[src/rtl/credit_link_tx_if.sv]
// Local word handshake, link beat and credit signals of credit_link_tx.
// The master modport is the transmitter's view; slave is the surrounding environment.
interface credit_link_tx_if #(
    parameter int Width   = 16,
    parameter int Credits = 4
);
    localparam int CreditW = $clog2(Credits + 1);

    logic               clr;
    logic               wvalid;
    logic               wready;
    logic [Width-1:0]   wdata;
    logic               tx_valid;
    logic [Width-1:0]   tx_data;
    logic               credit_ret;
    logic [CreditW-1:0] credits;
    logic               clr_done;
    logic               err;

    modport master (
        input  clr,
        input  wvalid,
        output wready,
        input  wdata,
        output tx_valid,
        output tx_data,
        input  credit_ret,
        output credits,
        output clr_done,
        output err
    );

    modport slave (
        output clr,
        output wvalid,
        input  wready,
        output wdata,
        input  tx_valid,
        input  tx_data,
        output credit_ret,
        input  credits,
        input  clr_done,
        input  err
    );
endinterface

[src/rtl/credit_link_tx.sv]
// Credit-flow-controlled link transmitter with a flush (drain-then-resume) sequence.
// Define CREDIT_LINK_TX_ERR_CHECK_EN to build the sticky credit-overflow flag on err.
module credit_link_tx #(
    parameter int Width   = 16,
    parameter int Credits = 4
) (
    input  logic            clk_i,
    input  logic            rst_i,
    credit_link_tx_if.master bus
);
    localparam int CreditW = $clog2(Credits + 1);
    localparam logic [CreditW-1:0] CreditsFull = CreditW'(Credits);

    typedef enum logic [1:0] {
        ST_ACTIVE = 2'd0,
        ST_DRAIN  = 2'd1,
        ST_DONE   = 2'd2
    } state_e;

    state_e             state_q, state_d;
    logic [CreditW-1:0] credits_q, credits_d;
    logic               tx_valid_q;
    logic [Width-1:0]   tx_data_q;
    logic               wready;
    logic               send;
    logic               overflow;

    // Ready never looks at wvalid, so upstream may wait for it before asserting valid.
    assign wready   = (state_q == ST_ACTIVE) && (credits_q != '0) && !bus.clr;
    assign send     = bus.wvalid && wready;
    assign overflow = bus.credit_ret && !send && (credits_q == CreditsFull);

    // Send and return cancel; an unexpected return at full count is dropped.
    always_comb begin
        credits_d = credits_q;
        if (!overflow) begin
            credits_d = credits_q + CreditW'(bus.credit_ret) - CreditW'(send);
        end
    end

    // NOTE: every always_comb output gets a default first so no latch is inferred.
    always_comb begin
        state_d = state_q;
        unique case (state_q)
            ST_ACTIVE: if (bus.clr) state_d = ST_DRAIN;
            ST_DRAIN:  if (credits_d == CreditsFull) state_d = ST_DONE;
            ST_DONE:   state_d = ST_ACTIVE;
            default:   state_d = ST_ACTIVE;
        endcase
    end

    // NOTE: sequential state uses non-blocking assignments so all registers sample together.
    always_ff @(posedge clk_i or posedge rst_i) begin
        if (rst_i) begin
            state_q    <= ST_ACTIVE;
            credits_q  <= CreditsFull;
            tx_valid_q <= 1'b0;
            tx_data_q  <= '0;
        end else begin
            state_q    <= state_d;
            credits_q  <= credits_d;
            tx_valid_q <= send;
            if (send) begin
                tx_data_q <= bus.wdata;
            end
        end
    end

`ifdef CREDIT_LINK_TX_ERR_CHECK_EN
    logic err_q;

    // No send is possible outside ACTIVE, so a return at full count in DONE is caught here too.
    always_ff @(posedge clk_i or posedge rst_i) begin
        if (rst_i) begin
            err_q <= 1'b0;
        end else if (overflow) begin
            err_q <= 1'b1;
        end
    end

    assign bus.err = err_q;
`else
    assign bus.err = 1'b0;
`endif

    assign bus.wready   = wready;
    assign bus.tx_valid = tx_valid_q;
    assign bus.tx_data  = tx_data_q;
    assign bus.credits  = credits_q;
    assign bus.clr_done = (state_q == ST_DONE);

endmodule
[src/flat_wrapper.sv]
// flat-port wrapper written by rule: the top's interface ports become plain ports
module credit_link_tx_flat 
#(
    parameter int Width   = 16,
    parameter int Credits = 4
)
  (clk_i, rst_i, bus_clr, bus_wvalid, bus_wready, bus_wdata, bus_tx_valid, bus_tx_data, bus_credit_ret, bus_credits, bus_clr_done, bus_err);
  credit_link_tx_if #(.Width(Width), .Credits(Credits)) bus_i ();
  input  logic clk_i;
  input  logic rst_i;
  input wire logic [$bits(bus_i.clr)-1:0] bus_clr;
  input wire logic [$bits(bus_i.wvalid)-1:0] bus_wvalid;
  output wire logic [$bits(bus_i.wready)-1:0] bus_wready;
  input wire logic [$bits(bus_i.wdata)-1:0] bus_wdata;
  output wire logic [$bits(bus_i.tx_valid)-1:0] bus_tx_valid;
  output wire logic [$bits(bus_i.tx_data)-1:0] bus_tx_data;
  input wire logic [$bits(bus_i.credit_ret)-1:0] bus_credit_ret;
  output wire logic [$bits(bus_i.credits)-1:0] bus_credits;
  output wire logic [$bits(bus_i.clr_done)-1:0] bus_clr_done;
  output wire logic [$bits(bus_i.err)-1:0] bus_err;
  assign bus_i.clr = bus_clr;
  assign bus_i.wvalid = bus_wvalid;
  assign bus_wready = bus_i.wready;
  assign bus_i.wdata = bus_wdata;
  assign bus_tx_valid = bus_i.tx_valid;
  assign bus_tx_data = bus_i.tx_data;
  assign bus_i.credit_ret = bus_credit_ret;
  assign bus_credits = bus_i.credits;
  assign bus_clr_done = bus_i.clr_done;
  assign bus_err = bus_i.err;
  credit_link_tx #(.Width(Width), .Credits(Credits)) u_core (.clk_i(clk_i), .rst_i(rst_i), .bus(bus_i));
endmodule
[config.mk]
export PLATFORM = sky130hd
export DESIGN_NAME = credit_link_tx_flat
export DESIGN_NICKNAME = d
export VERILOG_FILES = /design/src/rtl/credit_link_tx_if.sv /design/src/rtl/credit_link_tx.sv /design/src/flat_wrapper.sv
export SDC_FILE = /design/constraint.sdc
export NUM_CORES = 1
export LEC_CHECK = 0
export CORE_MARGIN = 3
export CORE_UTILIZATION = 41
export CTS_CLUSTER_SIZE = 25
export DETAILED_ROUTE_END_ITERATION = 8
export PLACE_DENSITY = 0.78
export REMOVE_ABC_BUFFERS = 1
export SLEW_MARGIN = 20
export SYNTH_ARGS = -nofsm -noshare
export SYNTH_HDL_FRONTEND = slang
export SYNTH_SLANG_ARGS = --single-unit
[constraint.sdc]
create_clock -name clk_i -period 3.45 [get_ports clk_i]
set_input_delay 0.345 -clock clk_i [delete_from_list [all_inputs] [get_ports clk_i]]
set_output_delay 0.345 -clock clk_i [all_outputs]
set_load 0.05 [all_outputs]
### Yosys cells after proc, flatten, opt, wreduce, memory -nomap -nowiden

Index checks and enable logic that the tools add are counted.

* bits of input ports: 21
* bits in registers: 22
* word-level logic and storage cells: 26

* mux-type cells: 4
* reductions and logical operators: 10
* eq/ne operators: 6
* $add $sub $neg: 2

Operators by type and width (count)
* equality test 3 bit (second input constant): 2
* logical AND 1 bit: 5
* two-way mux 2 bit: 2
* one-hot mux 2 bit (2 select lines): 1
* adder 3 x 1 -> 3 bit: 1
* two-way mux 3 bit: 1
* nonzero test 3 bit: 1
* subtractor 3 x 1 -> 3 bit: 1
* equality test 2 x 1 -> 1 bit (second input constant): 1
* equality test 2 bit (second input constant): 1
* logical NOT 1 bit: 2
* logical NOT 2 bit: 1
* != test 2 x 1 -> 1 bit (second input constant): 1
* != test 2 bit (second input constant): 1
* AND reduction 2 bit: 1

### Logic depth before layout (Yosys ltp)

Gate-level depths: netlist (run 1).

* depth in word-level cells: 11
* depth in mapped cells: 11

### Worst setup path before layout (run 1)

OpenSTA, ideal clock, no wires.

* path kind: reg2reg
* from: register u_core.credits_q[1], in the netlist u_core.bus.credits[1]
* to: register u_core.state_q[0]
* buffers on the path: 1
* setup slack: 329 ps
* arrival: 2986 ps
* clock period less this slack: 3121 ps
* library setup time: 136 ps
* cell stages (with the launch flop): 11
* cell sequence: dfrtp_1 o311ai_4 buf_6 inv_1 ha_1 inv_1 ha_1 fa_1 xor3_1 o311ai_0 a21oi_1

* cells in the longest elaborated chain, start to end: 11
* elaborated cells between the ends (all ways): 14

RTL lines
* start, declared: line credit_link_tx.sv:21 `logic [CreditW-1:0] credits_q, credits_d;`
* start signal, assigned: line credit_link_tx.sv:56 `credits_q <= CreditsFull;`
* start signal, assigned: line credit_link_tx.sv:61 `credits_q <= credits_d;`
* nonzero test 3 bit (*): line credit_link_tx.sv:29 `assign wready = (state_q == ST_ACTIVE) && (credits_q != '0) && !bus.clr;`
* logical AND 1 bit (*) (2 in a row): line credit_link_tx.sv:29
* logical AND 1 bit (*): line credit_link_tx.sv:30 `assign send = bus.wvalid && wready;`
* via u_core.send: line credit_link_tx.sv:25 `logic send;`
* parallel branches: the longest is 3 deep, another holds subtractor 3 x 1 -> 3 bit
* two-way mux 3 bit (*): line credit_link_tx.sv:36 `if (!overflow) begin`
* equality test 3 bit (*): line credit_link_tx.sv:46 `ST_DRAIN: if (credits_d == CreditsFull) state_d = ST_DONE;`
* != test 2 x 1 -> 1 bit (no line) (*)
* AND reduction 2 bit (no line) (*)
* end signal, assigned: line credit_link_tx.sv:60 `state_q <= state_d;`
* end, declared: line credit_link_tx.sv:20 `state_e state_q, state_d;`

Mark *: on every way through the listed nets, which the timed path passes.
A chain may end at the register's enable or synchronous reset.

### Worst setup path after layout (run 1)

Same ends and word-level chain as after synthesis.

==> impl_metrics.ini, run 1 <==
[critical_path]
crit_arrival_ns = 2.89
r2r_slack_ns = 0.75
crit_type = flip-flop to flip-flop
crit_path_end_kind = flip-flop
critical_path_required_ns = 3.64
crit_chain = o311ai_4, inv_1, ha_1, inv_1, ha_1, fa_1, xor3_1, o311ai_0, a21oi_1
worst_setup_path_start_kind = flip-flop
critical-path-top-delay-family = adder cells
critPathBufInv = 2
crit_slowest_cell = dfrtp_1
cp_slowest_stage_delay_ns = 0.47
worstPathMaxFanout = 6

[clock_network]
htree_levels = 1
cts_buffers = 3
cts_tree = built
post_cts_buffers = 0
cts_sinks = 22
root_buffer = clkbuf_4
cts_resized = 0
clkLatencyLatePin_ns = 0.31
cts_hold_buf = 0
path_clk_slew_ns = 0.12
cts_buffer_depth = 2

[routing]
ant_nets = 0
drc = 0
drt_iter0_drc = 3
route.layer.met1.wl_um = 870
route.met3.wl_um = 96
dr_total_vias = 678
wl_per_cell_um = 14.7
via_per_inst = 4.91
wl_met2_um = 1020
wirelength_um = 2020
routed.top_layer = met4
firstDrtPassIters = 2

[floorplan]
die_w_um = 55.6
start_util = 0.443
boundaryPins = 44
die_y_um = 55.6
rows = 17
core_area_um2 = 2280
die_area_um2 = 3090

[cells_and_area]
nets = 135
seq_area_um2 = 552
diodes = 0
multi_input_area_um2 = 415
stdcell_area_um2 = 1490
area_growth_pct = 47.6
fillerInstances = 174
finish.utilization = 0.654
drive_above_1_share = 0.218

[global_routing]
grt_pass1_vias = 764
antenna_found_initial = 0
grt_usage = 0.151
grt_max_degree = 23
grt_pass1_wl_um = 3600
grt-ovfl-total = 0

[logic_synthesis]
ys_seq_area_frac = 0.547
synth.avg_cell_area_um2 = 15.5
synth_seq_cells = 22
ys_types = 20
synth_cells = 65
yosysWarnings = 0
synth_area_um2 = 1010

[timing]
drv_slew = 0
period_share = 0.783
hold_viol = 0
relSlewSlack = 0.459
rsz0062_at_grt = no
setup-violations-final = 0
fin_crit_ns = 2.70
worst_slew_pin_slew_ns = 0.810
tns_ns = 0
hold_ws_ns = 0.493
timing.fmax_mhz = 370
skew_ns = 0.00534

[power]
peakVddDrop_mv = 0.661
p_leak_nw = 0.671
power_density_nw_per_um2 = 1140

[placed_design]
placed_area_um2 = 1450
io_buffers = 42
place.gp.congestion = 0.761

[worst_hold_path]
hp-class = primary input to async pin

[run]
cap_violations = 0

[outcome]
status = finished clean
==> cells by family (layout without fill, tap and decap cells) <==
logic type                 Yosys count  after routing  share of synthesized area
DFF                                 22             22                      0.547
muxes                               16             16                      0.212
and+or+nand+nor                      8              8                     0.0658
buffers and inverters                8             53                     0.0409
AOI/OAI and AO/OA                    6              6                     0.0620
adders and majority gates            3              3                     0.0447
other                                1              1                    0.00372
xor gates and xnor gates             1              1                     0.0236
==> cell usage after synthesis, drive strengths merged <==
cell type | count | share of area
nor3 | 1 | 0.016
a21oi | 2 | 0.0099
buf | 2 | 0.019
o31a | 2 | 0.017
fa | 1 | 0.020
ha | 2 | 0.025
nor3b | 1 | 0.0074
dfrtp | 21 | 0.52
dfstp | 1 | 0.026
mux2 | 16 | 0.21
o311ai | 2 | 0.035
inv | 6 | 0.022
conb | 1 | 0.0037
nor2b | 3 | 0.019
xor3 | 1 | 0.024
nand4bb | 1 | 0.011
nand2b | 2 | 0.012
==> path summary, 6_finish.rpt <==
path	startpoint	end	cells after the start
max	u_core.bus.credits[1]$_DFF_PP0_	u_core.state_q[0]$_DFFE_PP0P_	9
min	rst_i	u_core.bus.tx_data[8]$_DFFE_PP0P_	2
max reg2reg	u_core.bus.credits[1]$_DFF_PP0_	u_core.state_q[0]$_DFFE_PP0P_	9
min reg2reg	u_core.bus.tx_data[0]$_DFFE_PP0P_	u_core.bus.tx_data[0]$_DFFE_PP0P_	1
max in group asynchronous	rst_i	u_core.bus.tx_data[4]$_DFFE_PP0P_	2
min in group clk_i	u_core.bus.tx_data[0]$_DFFE_PP0P_	u_core.bus.tx_data[0]$_DFFE_PP0P_	1
==> where the power goes <==
group | internal (mW) | switching [mW] | total, mW
logic | 0.441 | 0.623 | 1.06
registers | 0.389 | 0.0947 | 0.484
clock network | 0.0644 | 0.0782 | 0.143
==> layout make-up <==
| class | instances | share of cell area |
|---|---|---|
| Sequential cell | 22 | 0.371 |
| Inverter | 6 | 0.0151 |
| Clock buffer | 4 | 0.0244 |
| Multi-Input combinational cell | 35 | 0.279 |
| Timing Repair Buffer | 43 | 0.287 |
| Tap cell | 28 | 0.0235 |
==> state kept, by name, indices dropped and copies added (netlist names) <==
signal	count
u_core.bus.tx_valid	1
u_core.state_q	2
u_core.bus.tx_data	16
u_core.bus.credits	3
==> layout by cell type, fill, tap and decap left out, types with 3 or more instances in the layout <==
master / instances
mux2_2: 7
inv_1: 6
clkdlybuf4s50_1: 42
nor2b_1: 3
clkbuf_4: 3
mux2_4: 9
dfrtp_1: 21
==> routing by layer <==
layer,vias to the layer above,track usage
li1,313,-
met2,20,0.257
met5,-,0
met3,4,0.0371
met1,341,0.178
met4,0,0.0729
==> metrics by stage <==
step	setup slack (ns)	cells	total power, mW
2_1_floorplan	0.135	63	1.22
3_3_place_gp	0.537	134	1.54
3_5_place_dp	0.424	134	1.56
4_1_cts	0.724	138	1.71
5_1_grt	0.553	138	1.78
6_report	0.749	138	1.69
==> worst reg2reg max path: cells and delay by family (launching register included) <==
family	cells	cell delay (ns)
AO/OA/AOI/OAI	3	0.75
adder cells (fa/ha/maj)	3	0.84
buffers and inverters	2	0.13
XOR/XNOR	1	0.40
flip-flops	1	0.47
(Power assumes the default switching activity.)
==> inputs of run 2 (changes only) <==
Settings changed: CORE_UTILIZATION 41 to 37, PLACE_DENSITY 0.78 to 0.75.
Clock period 3.45 ns to 2.45 ns, I/O delays scaled along.
==> run 2 against run 1 <==
  * Routed wire length grew 3.9%
  * Total power is 47% higher
  * Global-route usage shrank 1.1 points
  * Worst hold slack got worse by 0.086 ns
  * Combinational power increased by 56%
  * Sequential share of layout area down 1.3 points
  * Via count grew 4.7%
==> impl_metrics.ini, run 2 (synthesis gave the netlist of run 1 again) <==
[outcome]
status = finished clean

[routing]
route.met3.wl_um = 140
firstDrtPassIters = 3
via_per_inst = 4.83
route.layer.met1.wl_um = 782
ant_nets = 0
drt_iter0_drc = 19
wirelength_um = 2100
wl_per_cell_um = 14.3
drc = 0
dr_total_vias = 710
routed.top_layer = met4
wl_met2_um = 1150

[cells_and_area]
final_common_cell = clkdlybuf4s50_1
final_cells = 147
area_growth_pct = 52.9
fillerInstances = 210
nets = 142
diodes = 0
drive_above_1_share = 0.291
stdcell_area_um2 = 1540
multi_input_area_um2 = 425
seq_area_um2 = 552
final_cell_mix = clkdlybuf4s50_1 (41), dfrtp_1 (21), mux2_4 (9), buf_4 (9), mux2_2 (7)
largest_reg_flops = 16

[clock_network]
clkLatencyLatePin_ns = 0.30
root_buffer = clkbuf_4
path_clk_slew_ns = 0.12
cts_buffers = 3
htree_levels = 1
cts_buffer_depth = 2
cts_tree = built
cts_sinks = 22

[run]
cap_violations = 0

[timing]
skew_ns = 0.00234
hold_viol = 0
setup-violations-final = 0
rsz0062_at_grt = yes
timing.fmax_mhz = 423
worst_slew_pin_slew_ns = 0.847
relSlewSlack = 0.434
period_share = 0.965
drv_slew = 0
fin_crit_ns = 2.36

[critical_path]
crit_type = flip-flop to flip-flop
critical_path_required_ns = 2.64
crit_arrival_ns = 2.56
worstPathMaxFanout = 3
crit_path_end_kind = flip-flop
worst_setup_path_start_kind = flip-flop

[power]
p_leak_nw = 0.700
power_density_nw_per_um2 = 1610
peakVddDrop_mv = 0.955

[placed_design]
io_buffers = 42
place.gp.congestion = 0.807
placed_area_um2 = 1500
dpl.hpwl_um = 1660
dp_cells = 142

[global_routing]
grt-ovfl-total = 0
antenna_found_initial = 0
grt_pass1_vias = 788
grt_usage = 0.140
grt_pass1_wl_um = 3600
grt_max_degree = 23

[floorplan]
core_area_um2 = 2540
boundaryPins = 44
die_area_um2 = 3390
die_w_um = 58.2
die_y_um = 58.2
rows = 18
start_util = 0.396

[worst_hold_path]
hp-class = primary input to async pin
==> run 2: layer usage <==
metal / vias up / track usage
li1: 325 / -
met1: 357 / 0.157
met2: 24 / 0.260
met3: 4 / 0.0334
met4: 0 / 0.0430
met5: - / 0
==> run 2: area by class of cell <==
cell class	instances	share of cell area
timing repair buffer	50	0.310
clock buffer	4	0.0170
multi-input combinational	35	0.276
sequential	22	0.358
tap	30	0.0244
inverter	6	0.0146
==> run 2: final timing paths <==
kind                                              startpoint                                  to  slack (ns)  depth (start not counted)
max in group asynchronous                              rst_i  u_core.bus.tx_data[14]$_DFFE_PP0P_        1.53                          2
setup / recovery             u_core.bus.credits[1]$_DFF_PP0_       u_core.state_q[0]$_DFFE_PP0P_        0.09                          9
hold / removal                                         rst_i   u_core.bus.tx_data[1]$_DFFE_PP0P_        0.41                          2
setup reg to reg             u_core.bus.credits[1]$_DFF_PP0_       u_core.state_q[0]$_DFFE_PP0P_        0.09                          9
min in group clk_i         u_core.bus.tx_data[9]$_DFFE_PP0P_   u_core.bus.tx_data[9]$_DFFE_PP0P_        0.53                          1
hold reg to reg            u_core.bus.tx_data[9]$_DFFE_PP0P_   u_core.bus.tx_data[9]$_DFFE_PP0P_        0.53                          1
==> run 2: timing repair <==
item,4_1_cts,5_1_grt
endpoints found under the hold margin,0,0
hold buffers,0,0
setup endpoints to repair,2,2
gates cloned,0,0
setup buffers,1,0
resized for setup,1,3
pin swaps,1,2
==> run 2: through the flow <==
stage | setup slack [ns] | setup TNS, ns | hold WS (ns) | utilization | power, mW
3_5_place_dp | -0.445 | -0.950 | 0.494 | 0.588 | 2.27
6_report | 0.0854 | 0 | 0.407 | 0.606 | 2.48
2_1_floorplan | -0.865 | -2.53 | 0.233 | - | 1.72
3_3_place_gp | -0.335 | -0.660 | 0.489 | 0.588 | 2.22
5_1_grt | -0.0363 | -0.0659 | 0.466 | 0.606 | 2.62
4_1_cts | 0.0292 | 0 | 0.443 | 0.603 | 2.49
==> run 2: where the power goes <==
part / internal, mW / switching (mW) / leakage [nW] / total [mW]
clock network: 0.0633 / 0.107 / 0.0150 / 0.170
registers: 0.548 / 0.107 / 0.263 / 0.655
logic: 0.716 / 0.938 / 0.422 / 1.65
==> run 2: critical path: stages, from the launching register on <==
cell and delay [ns]:
dfrtp_1 0.43, o311ai_4 0.29, inv_1 0.09, ha_1 0.28
inv_1 0.04, ha_2 0.16, fa_2 0.34, xor3_1 0.23
o311ai_1 0.29, a21oi_1 0.10
==> inputs of run 3 (changes only) <==
==> constraint.sdc (replaced) <==
create_clock -name clk_i -period 2.45 [get_ports clk_i]
set_input_delay 0.3675 -clock clk_i [delete_from_list [all_inputs] [get_ports clk_i]]
set_output_delay 0.3675 -clock clk_i [all_outputs]
set_load 0.05 [all_outputs]
==> run 3 against run 2 <==
  * Design area rose by 1.9%
  * Total power rose by 3.4%
  * Worst hold slack improved by 0.099 ns
  * Via count fell by 2.3%
  * Flip-flop and latch count did not move
  * Critical path type is now primary input to flip-flop
  * Clock skew rose by 0.0098 ns
  * Sequential power barely moved
==> impl_metrics.ini, run 3 (synthesis gave the netlist of run 1 again) <==
[placed_design]
dpl.hpwl_um = 1590
place.gp.congestion = 0.804
dp_cells = 142
io_buffers = 42

[floorplan]
die_w_um = 58.2
die_area_um2 = 3390
boundaryPins = 44
core_area_um2 = 2540
rows = 18
die_y_um = 58.2
start_util = 0.396

[power]
sw_frac_of_total = 0.449
peakVddDrop_mv = 0.992
p_int_mw = 1.41
combPwrFrac = 0.635
power_density_nw_per_um2 = 1630
power_frac_seq = 0.255
switchingPower_mw = 1.15
clock_power_share = 0.109
p_leak_nw = 0.713

[routing]
drt_iter0_drc = 3
wirelength_um = 2040
ant_nets = 0
dr_total_vias = 694
via_per_inst = 4.75
drc = 0
wl_per_cell_um = 14.0
firstDrtPassIters = 3

[outcome]
status = finished clean

[critical_path]
reg2reg_to = u_core.state_q[1]$_DFFE_PP0P_
worst_setup_path_start_kind = primary input
crit_type = primary input to flip-flop
critical-path-top-delay-family = adder cells
crit_path_end_kind = flip-flop
crit_arrival_ns = 2.62
cp_slowest_stage_delay_ns = 0.52
critical_path_required_ns = 2.68
worstPathMaxFanout = 3
crit_slowest_cell = clkdlybuf4s50_1
r2r_slack_ns = 0.08
crit_chain = clkdlybuf4s50_1, nor3_4, o311ai_4, inv_1, ha_1, inv_1, ha_1, fa_2, xor3_1, o31a_1, nor3b_2
critPathBufInv = 3
reg2reg_from = u_core.bus.credits[1]$_DFF_PP0_
worst_r2r_path_depth = 9

[timing]
period_share = 0.975
rsz0062_at_grt = yes
fin_crit_ns = 2.39
hold_ws_ns = 0.506
timing.fmax_mhz = 419
setup-violations-final = 0
worst_slew_pin_slew_ns = 0.851
relSlewSlack = 0.432
tns_ns = 0
hold_viol = 0
skew_ns = 0.0122
drv_slew = 0

[clock_network]
path_clk_slew_ns = 0.13
cts_buffer_depth = 2
post_cts_buffers = 0
root_buffer = clkbuf_4
cts_sinks = 22
cts_hold_buf = 0
htree_levels = 1
cts_buffers = 3
cts_tree = built
clkLatencyLatePin_ns = 0.31

[global_routing]
top_usage_layer = met2
grt_pass1_wl_um = 3490
antenna_found_initial = 0
grt_max_degree = 23
use_met2 = 0.229
grt-ovfl-total = 0
grt_pass1_vias = 756
grt_usage = 0.136
use_met3 = 0.0312
use_met1 = 0.170

[cells_and_area]
largest_reg_flops = 16
area_growth_pct = 55.7
diodes = 0
nets = 141
fillerInstances = 210
final_cell_mix = clkdlybuf4s50_1 (41), dfrtp_1 (21), mux2_4 (9)
final_cells = 146
final_common_cell = clkdlybuf4s50_1
drive_above_1_share = 0.284

[worst_hold_path]
hp-class = primary input to async pin

[run]
cap_violations = 0
==> run 3: cell types whose count changed in the layout (fill, tap and decap cells not counted), sizes merged <==
cell    change
bufinv      +1
clkbuf      -1
buf         -1
==> run 3: per-stage QoR <==
step                      cell area [um2]  power, mW  setup WS [ns]  utilization
after floorplan                       990       1.72         -0.865            -
after global placement               1510       2.24         -0.459        0.593
after detailed placement             1510       2.28         -0.528        0.593
after CTS                            1560       2.58         0.0170        0.614
after global routing                 1570       2.70        -0.0524        0.617
final                                1570       2.56         0.0614        0.617
==> run 3: per-layer routing <==
metal / wire (um) / up-vias
met5: 0 / -
met4: 19 / 0
met3: 131 / 2
met2: 1070 / 24
met1: 822 / 343
li1: - / 325
==> run 3: worst max-delay path by stage <==
stage,startpoint,endpoint,slack (ns),depth (start not counted)
global placement,bus_clr,u_core.state_q[0]$_DFFE_PP0P_,-0.46,11
finish,bus_clr,u_core.state_q[1]$_DFFE_PP0P_,0.06,11
global route,bus_clr,u_core.state_q[1]$_DFFE_PP0P_,-0.05,10
floorplan,u_core.bus.credits[1]$_DFF_PP0_,u_core.state_q[0]$_DFFE_PP0P_,-0.86,9
detailed placement,bus_clr,u_core.state_q[0]$_DFFE_PP0P_,-0.53,11
CTS,u_core.bus.credits[0]$_DFF_PP0_,u_core.state_q[1]$_DFFE_PP0P_,0.02,9
==> run 3: power by group through the flow <==
stage / registers (mW) / clock network, mW / logic [mW]
6_report: 0.654 / 0.281 / 1.63
5_1_grt: 0.679 / 0.301 / 1.72
4_1_cts: 0.657 / 0.291 / 1.63
3_5_place_dp: 0.665 / 0 / 1.62
3_3_place_gp: 0.656 / 0 / 1.59
2_1_floorplan: 1.26 / 0 / 0.466
==> run 3: what timing repair did <==
action	CTS	global route
gates resized for setup	1	2
pin swaps	2	0
setup endpoints to repair	2	2
==> run 3: worst reg2reg max path: stages, from the launching register on <==
cell and delay, ns:
dfrtp_1 0.43, o311ai_4 0.29, inv_1 0.09, ha_1 0.28, inv_1 0.04, ha_1 0.18, fa_2 0.34, xor3_1 0.23
o31a_1 0.27, nor3b_2 0.16
==> run 3: layout make-up <==
class	instances	area, um2	share of cell area
tap	30	37.5	0.0239
clock inverter	1	30.0	0.0191
inverter	6	22.5	0.0143
sequential	22	552	0.351
multi-input combinational	35	423	0.269
timing repair buffer	49	483	0.308
clock buffer	3	22.5	0.0143
